<file path="config.mk">
export PLATFORM = sky130hd
export DESIGN_NAME = adder_result_collector
export DESIGN_NICKNAME = d
export VERILOG_FILES = /design/src/rtl/adder_result_collector.sv
export SDC_FILE = /design/constraint.sdc
export NUM_CORES = 1
export LEC_CHECK = 0
export ABC_CLOCK_PERIOD_IN_PS = 4500
export BUFFER_PORTS_ARGS = -buffer_cell sky130_fd_sc_hd__buf_4
export CAP_MARGIN = 10
export CORE_MARGIN = 2
export CORE_UTILIZATION = 30
export CTS_BUF_LIST = sky130_fd_sc_hd__clkbuf_16
export DETAILED_ROUTE_END_ITERATION = 6
export SLEW_MARGIN = 25
export SYNTH_ARGS = -nofsm -noshare
export SYNTH_HDL_FRONTEND = slang
export SYNTH_SLANG_ARGS = --single-unit
</file>
<file path="constraint.sdc">
create_clock -name clk_i -period 4.5 [get_ports clk_i]
set_input_delay 0.9 -clock clk_i [delete_from_list [all_inputs] [get_ports clk_i]]
set_output_delay 0.9 -clock clk_i [all_outputs]
set_load 0.05 [all_outputs]
</file>
<file path="src/rtl/adder_result_collector.sv">
// adder_result_collector: captures result bytes from a producer with no
// backpressure into a DEPTH-entry FIFO for a host reader. It counts the
// accepted results, closes after EXPECTED of them, and reports done once the
// FIFO has drained.
// Optional feature macro: COLLECTOR_CHECKSUM_EN adds checksum_o, a running
// modulo-2^16 sum of the accepted result bytes.
module adder_result_collector #(
    parameter int DEPTH    = 16,
    parameter int EXPECTED = 2000000
) (
    input  logic        clk_i,
    input  logic        reset_i,
    input  logic        res_valid_i,
    input  logic [7:0]  res_i,
    output logic        rd_valid_o,
    output logic [7:0]  rd_data_o,
    input  logic        rd_ready_i,
    output logic [31:0] count_o,
    output logic        done_o,
`ifdef COLLECTOR_CHECKSUM_EN
    output logic [15:0] checksum_o,
`endif
    output logic        overflow_o
);

    localparam int AW = $clog2(DEPTH);
    localparam logic [AW:0]   OCC_FULL = (AW+1)'(DEPTH);
    localparam logic [AW:0]   OCC_ONE  = (AW+1)'(1);
    localparam logic [AW-1:0] PTR_ONE  = AW'(1);

    typedef enum logic [1:0] {
        S_IDLE,
        S_RUN,
        S_FLUSH,
        S_DONE
    } state_t;

    state_t          r_state;
    state_t          w_state_next;
    logic [AW-1:0]   r_wr_ptr;
    logic [AW-1:0]   r_rd_ptr;
    logic [AW:0]     r_occ;
    logic [7:0]      r_mem [DEPTH];
    logic [31:0]     r_count;
    logic            r_overflow;

    logic w_accepting;
    logic w_empty;
    logic w_full;
    logic w_pop;
    logic w_push;
    logic w_drop;
    logic w_count_hit;

    // A full FIFO still takes a push when the reader frees a slot in the
    // same cycle, so a result is only lost when it is full and nobody reads.
    assign w_accepting = (r_state == S_IDLE) || (r_state == S_RUN);
    assign w_empty     = (r_occ == '0);
    assign w_full      = (r_occ == OCC_FULL);
    assign w_pop       = !w_empty && rd_ready_i;
    assign w_push      = w_accepting && res_valid_i && (!w_full || w_pop);
    assign w_drop      = w_accepting && res_valid_i && w_full && !w_pop;
    assign w_count_hit = w_push && ((r_count + 32'd1) == 32'(EXPECTED));

    // Head entry is forced to zero while empty so the reset value is visible
    // at once, even though the storage itself is never cleared.
    assign rd_valid_o = !w_empty;
    assign rd_data_o  = w_empty ? 8'h00 : r_mem[r_rd_ptr];
    assign count_o    = r_count;
    assign done_o     = (r_state == S_DONE);
    assign overflow_o = r_overflow;

    // Next-state logic. IDLE may go straight to FLUSH when the very first
    // accepted result already completes the expected total.
    always_comb begin
        w_state_next = r_state;
        case (r_state)
            S_IDLE:  if (w_push) w_state_next = w_count_hit ? S_FLUSH : S_RUN;
            S_RUN:   if (w_count_hit) w_state_next = S_FLUSH;
            S_FLUSH: if (w_empty) w_state_next = S_DONE;
            S_DONE:  w_state_next = S_DONE;
            default: w_state_next = S_IDLE;
        endcase
    end

    // State register.
    always_ff @(posedge clk_i or posedge reset_i) begin
        if (reset_i) begin
            r_state <= S_IDLE;
        end else begin
            r_state <= w_state_next;
        end
    end

    // FIFO pointers and occupancy; pointers wrap naturally at DEPTH.
    always_ff @(posedge clk_i or posedge reset_i) begin
        if (reset_i) begin
            r_wr_ptr <= '0;
            r_rd_ptr <= '0;
            r_occ    <= '0;
        end else begin
            if (w_push) r_wr_ptr <= r_wr_ptr + PTR_ONE;
            if (w_pop)  r_rd_ptr <= r_rd_ptr + PTR_ONE;
            case ({w_push, w_pop})
                2'b10:   r_occ <= r_occ + OCC_ONE;
                2'b01:   r_occ <= r_occ - OCC_ONE;
                default: r_occ <= r_occ;
            endcase
        end
    end

    // FIFO storage write; contents are left uninitialised by reset.
    always_ff @(posedge clk_i) begin
        if (w_push) r_mem[r_wr_ptr] <= res_i;
    end

    // Accepted-result counter (saturating) and sticky overflow flag.
    always_ff @(posedge clk_i or posedge reset_i) begin
        if (reset_i) begin
            r_count    <= '0;
            r_overflow <= 1'b0;
        end else begin
            if (w_push && (r_count != 32'hFFFF_FFFF)) r_count <= r_count + 32'd1;
            if (w_drop) r_overflow <= 1'b1;
        end
    end

`ifdef COLLECTOR_CHECKSUM_EN
    logic [15:0] r_checksum;

    assign checksum_o = r_checksum;

    // Running checksum, advanced on the same edge as the counter.
    always_ff @(posedge clk_i or posedge reset_i) begin
        if (reset_i) begin
            r_checksum <= '0;
        end else if (w_push) begin
            r_checksum <= r_checksum + {8'h00, res_i};
        end
    end
`endif

endmodule

</file>
* After elaboration in Yosys (flattened, before gate mapping)
Memories as Yosys holds them, arrays and structs flattened.
Index checks and enable logic that the tools add are counted.
** Word-level totals
- Memories :: 1
- Logic and storage cells :: 48
- Input port bits :: 12
- Memory bits (writable) :: 128
- Output and inout bits :: 43
- Bits in registers :: 48
** Memory list
- r_mem :: words 16, width 8, read ports 1, clocked after memory_dff 0, write ports 1, RTL line 43 : logic [7:0] r_mem [DEPTH];
** Operators by class
- Muxes and demuxes :: 9
- Eq/ne operators :: 11
- Add/sub/neg operators :: 5
- Reductions and logical operators :: 16
** Operators by type and width (number)
- 32-bit by 1-bit adder with 32-bit output, second input constant :: 1
- 32-bit by 21-bit == test with 1-bit output, second input constant :: 1
- 32-bit != test, second input constant :: 1
- 5-bit case mux with 2 select lines :: 1
- 4-bit by 1-bit adder with 4-bit output, second input constant :: 2
- 2-bit 2-to-1 mux :: 4
- 8-bit 2-to-1 mux :: 1
- 2-bit case mux with 4 select lines :: 1
- 1-bit logical AND :: 7
- 2-bit == test, second input constant :: 3
- 2-bit != test, second input constant :: 3
- 5-bit by 1-bit adder with 5-bit output, second input constant :: 1
- 5-bit == test, second input constant :: 1
- 5-bit logical NOT :: 1
- 5-bit by 1-bit subtractor with 5-bit output, second input constant :: 1
- 2-bit by 1-bit == test with 1-bit output, second input constant :: 2
- 1-bit logical NOT :: 3
- 3-bit AND reduction :: 1
- 2-bit logical NOT :: 1
- 1-bit logical OR :: 2
- 1-bit 2-to-1 mux :: 2
- 2-bit nonzero test :: 1

* Longest topological paths before layout
- Word-level depth :: 9
- Gate-level depth with buffers :: 10
- Depth with buffers taken out :: 10

* Least setup slack after synthesis
OpenSTA, ideal clock, no wires.
- Kind :: reg-to-output
- From :: register r_rd_ptr[0]
- To :: output rd_data_o[0]
- Stages on the path, launching flop included :: 6
- Setup slack :: 1.070 ns
- Buffers on the path :: 2
- Required time :: 3.600 ns
- Arrival :: 2.530 ns
- Cell sequence :: dfrtp_1 > clkbuf_1 > buf_1 > mux4_2 > mux4_2 > and2_1
** Between the ends
- Word-level cells in the longest chain between the ends :: 2
** Ends and longest elaborated chain
- from (decl) :: RTL line 41 : logic [AW-1:0] r_rd_ptr;
- from (signal assigned) :: RTL line 103 : if (w_pop) r_rd_ptr <= r_rd_ptr + PTR_ONE;
- memory 16 x 8 bit
- 8-bit 2-to-1 mux :: RTL line 68 : assign rd_data_o = w_empty ? 8'h00 : r_mem[r_rd_ptr];
- to (decl) :: RTL line 16 : output logic [7:0] rd_data_o,
Every way passes these cells.

* Worst setup path after layout
- From :: register r_rd_ptr[0]
- To :: output rd_data_o[4]
Same word-level chain as after synthesis.

==> impl_metrics.toml <==
[status]
status = "finished clean"

[setup_path]
path_class = "reg -> out"
cp_cell_sequence = "buf_12 -> mux4_2 -> mux4_2 -> and2_1 -> buf_4"
critical_path.reg2reg.startpoint = "r_occ[1]$_DFFE_PP0P_"
cp-end-kind = "output pin"
critPathMostFrequentCell = "mux4_2"
arrival_ps = 2910
critPathLaunchType = "flip-flop"
critPathLaunch = "r_rd_ptr[0]$_DFFE_PP0P_"
worstPathRequired_ps = 3600
worstPathMaxFanout = 19
cp_slowest_cell = "dfrtp_2"
critPathMaxStageDelay_ps = 750

[synth]
synth_area_um2 = 7870
ys_types = 47
synth_top_cell_by_area = "edfxtp_1"
synth_area_leaders = "edfxtp_1 49%, dfrtp_1 15%, mux4_2 11%"
synth_edf_count = 128
syn_nets = 541
synth-seq-cells = 176
synth.most_common_cell = "edfxtp_1"
yosys_warnings = 0
async_flop_share = 0.273
synth_top_flop_cell = "edfxtp_1"
syn_area_per_cell_um2 = 15.2
yosysTopAreaCellShare = 0.489
synthTopCellsByCount = "128 x edfxtp_1, 48 x dfrtp_1, 41 x nand2_1, 40 x mux4_2, 38 x xnor2_1"
syn_inst = 518
seq_area_frac_synth = 0.641

[die]
ioPinCount = 55
core_um2 = 25900
start_util = 0.304
die_h_um = 166
chipWidth_um = 166
placementRows = 59
dieArea_um2 = 27500

[place]
dp_hpwl_um = 11500
placed_cell_area_um2 = 8620
io_buffers = 54
pre_cts_slack_ps = 1070
place_congestion = 0.839

[min_path]
hp-start = "overflow_o$_DFFE_PP0P_"
hold_path_class = "reg -> reg"

[drt]
routed_wl_um = 17400
firstDrtPassIters = 4
wl_per_cell_um = 19.0
vias = 4552
drt-initial-drc-count = 426
drc = 0
viasPerCell = 4.98
ant_nets = 0

[sta]
finalSetupViolations = 0
fmax_mhz = 263
rsz0062_at_grt = "false"
period_share = 0.846
tns_ps = 0
period_needed_ps = 3810
fin_skew_ps = 13.2
worst_pin_slew_ps = 906
layout_setup_ws_ps = 694
final_hold_viol_count = 0
slew_viol_final = 0
slew_headroom = 0.396

[global_routing]
grt_antenna_before_repair = 1
grt_pass1_wl_um = 27500
grt_pass1_vias = 4636
grt.busiest_layer = "met2"
grt.overflow.total = 0
grt_usage = 0.130
met1_usage = 0.180
grt_start_max_net_pins = 49
grtUsageMet2 = 0.205
grt_use_met3 = 0.0355

[clock_network]
postCtsSetupBuffers = 0
clk_pin_slew_ps = 70
clk_latency_ps = 430
holdBufCountCts = 0
numCtsBuffers = 17
ctsResizeCount = 0
cts-root-buf = "clkbuf_16"
cts_tree = "built"
cts_buffer_depth = 2
htreeDepth = 4
cts_sinks = 176

[cells_and_area]
drive_gt1_frac = 0.240
area_growth_pct = 17.1
postLayoutCellArea_um2 = 9220
nets = 589

[power]
power_leakage_nw = 3.30
powerDensity_nw_per_um2 = 588
ir_drop_mv = 0.545

[run]
maxCapViolations = 0
## critical path, delay by kind of cell, from the launching register on
family	cells	cell delay, ps
mux	2	1030
flops	1	750
buf+inv	2	460
simple gates	1	200
## power by group
part	internal, W	switching, W
combinational	0.000763	0.000964
clock	0.000795	0.000689
sequential	0.00195	0.000257
## cell type report
cell class                 instances  area [um2]
antenna                            1        2.50
clock buffer                      17         425
clock inverter                    14         169
fill                            2448       16700
inverter                          11        42.5
multi-input combinational        302        2660
sequential                       176        5050
tap                              335         419
timing repair buffer              58         448
## registers in the layout (all words and copies together) (netlist names)
| name | flops |
|---|---|
| r_wr_ptr | 4 |
| overflow_o | 1 |
| r_state | 2 |
| r_rd_ptr | 4 |
| r_mem | 128 |
| count_o | 32 |
| r_occ | 5 |
## cell usage in the layout (no fill, tap or decap), types with 3 or more instances in the layout
cell,count
xnor2_1,38
mux2i_1,3
nand2_1,41
and2_1,23
mux4_2,40
xor2_1,15
a21oi_1,9
nor4_1,11
nor3_1,8
inv_1,10
o21ai_0,3
clkbuf_16,17
edfxtp_1,128
dfrtp_1,47
inv_8,8
nor2_1,14
nand3_1,13
buf_4,57
nand2b_1,5
and3_1,15
ha_1,10
or3_1,4
nand4_1,22
## path summary, 6_finish.rpt
| path | end | slack [ps] | depth (start not counted) |
|---|---|---|---|
| hold reg to reg | overflow_o$_DFFE_PP0P_ | 480 | 1 |
| setup reg to reg | r_occ[4]$_DFFE_PP0P_ | 1370 | 10 |
| min in group asynchronous | count_o[17]$_DFFE_PP0P_ | 630 | 2 |
| hold / removal | overflow_o$_DFFE_PP0P_ | 480 | 1 |
| setup / recovery | rd_data_o[4] | 690 | 5 |
| max in group asynchronous | r_rd_ptr[0]$_DFFE_PP0P_ | 3310 | 2 |
## kinds of logic after synthesis
kind of cell    synth area share
buf+inv                   0.0202
compound gates            0.0245
flops                      0.641
fa+ha+maj                 0.0185
mux                        0.120
simple gates               0.117
xor+xnor                  0.0590
## stage by stage
stage          instances  hold WS [ps]  total power, W   util
2_1_floorplan        518           447         0.00348      -
3_3_place_gp         882           462         0.00395  0.333
3_5_place_dp         882           464         0.00400  0.333
4_1_cts              913           481         0.00549  0.355
5_1_grt              914           495         0.00569  0.356
6_report             914           483         0.00542  0.356
## layer usage
metal,routed length (um),vias up
met5,0,-
met3,1040,10
met2,8330,143
met1,7840,2338
li1,-,2061
met4,160,0
(Power assumes the default switching activity.)
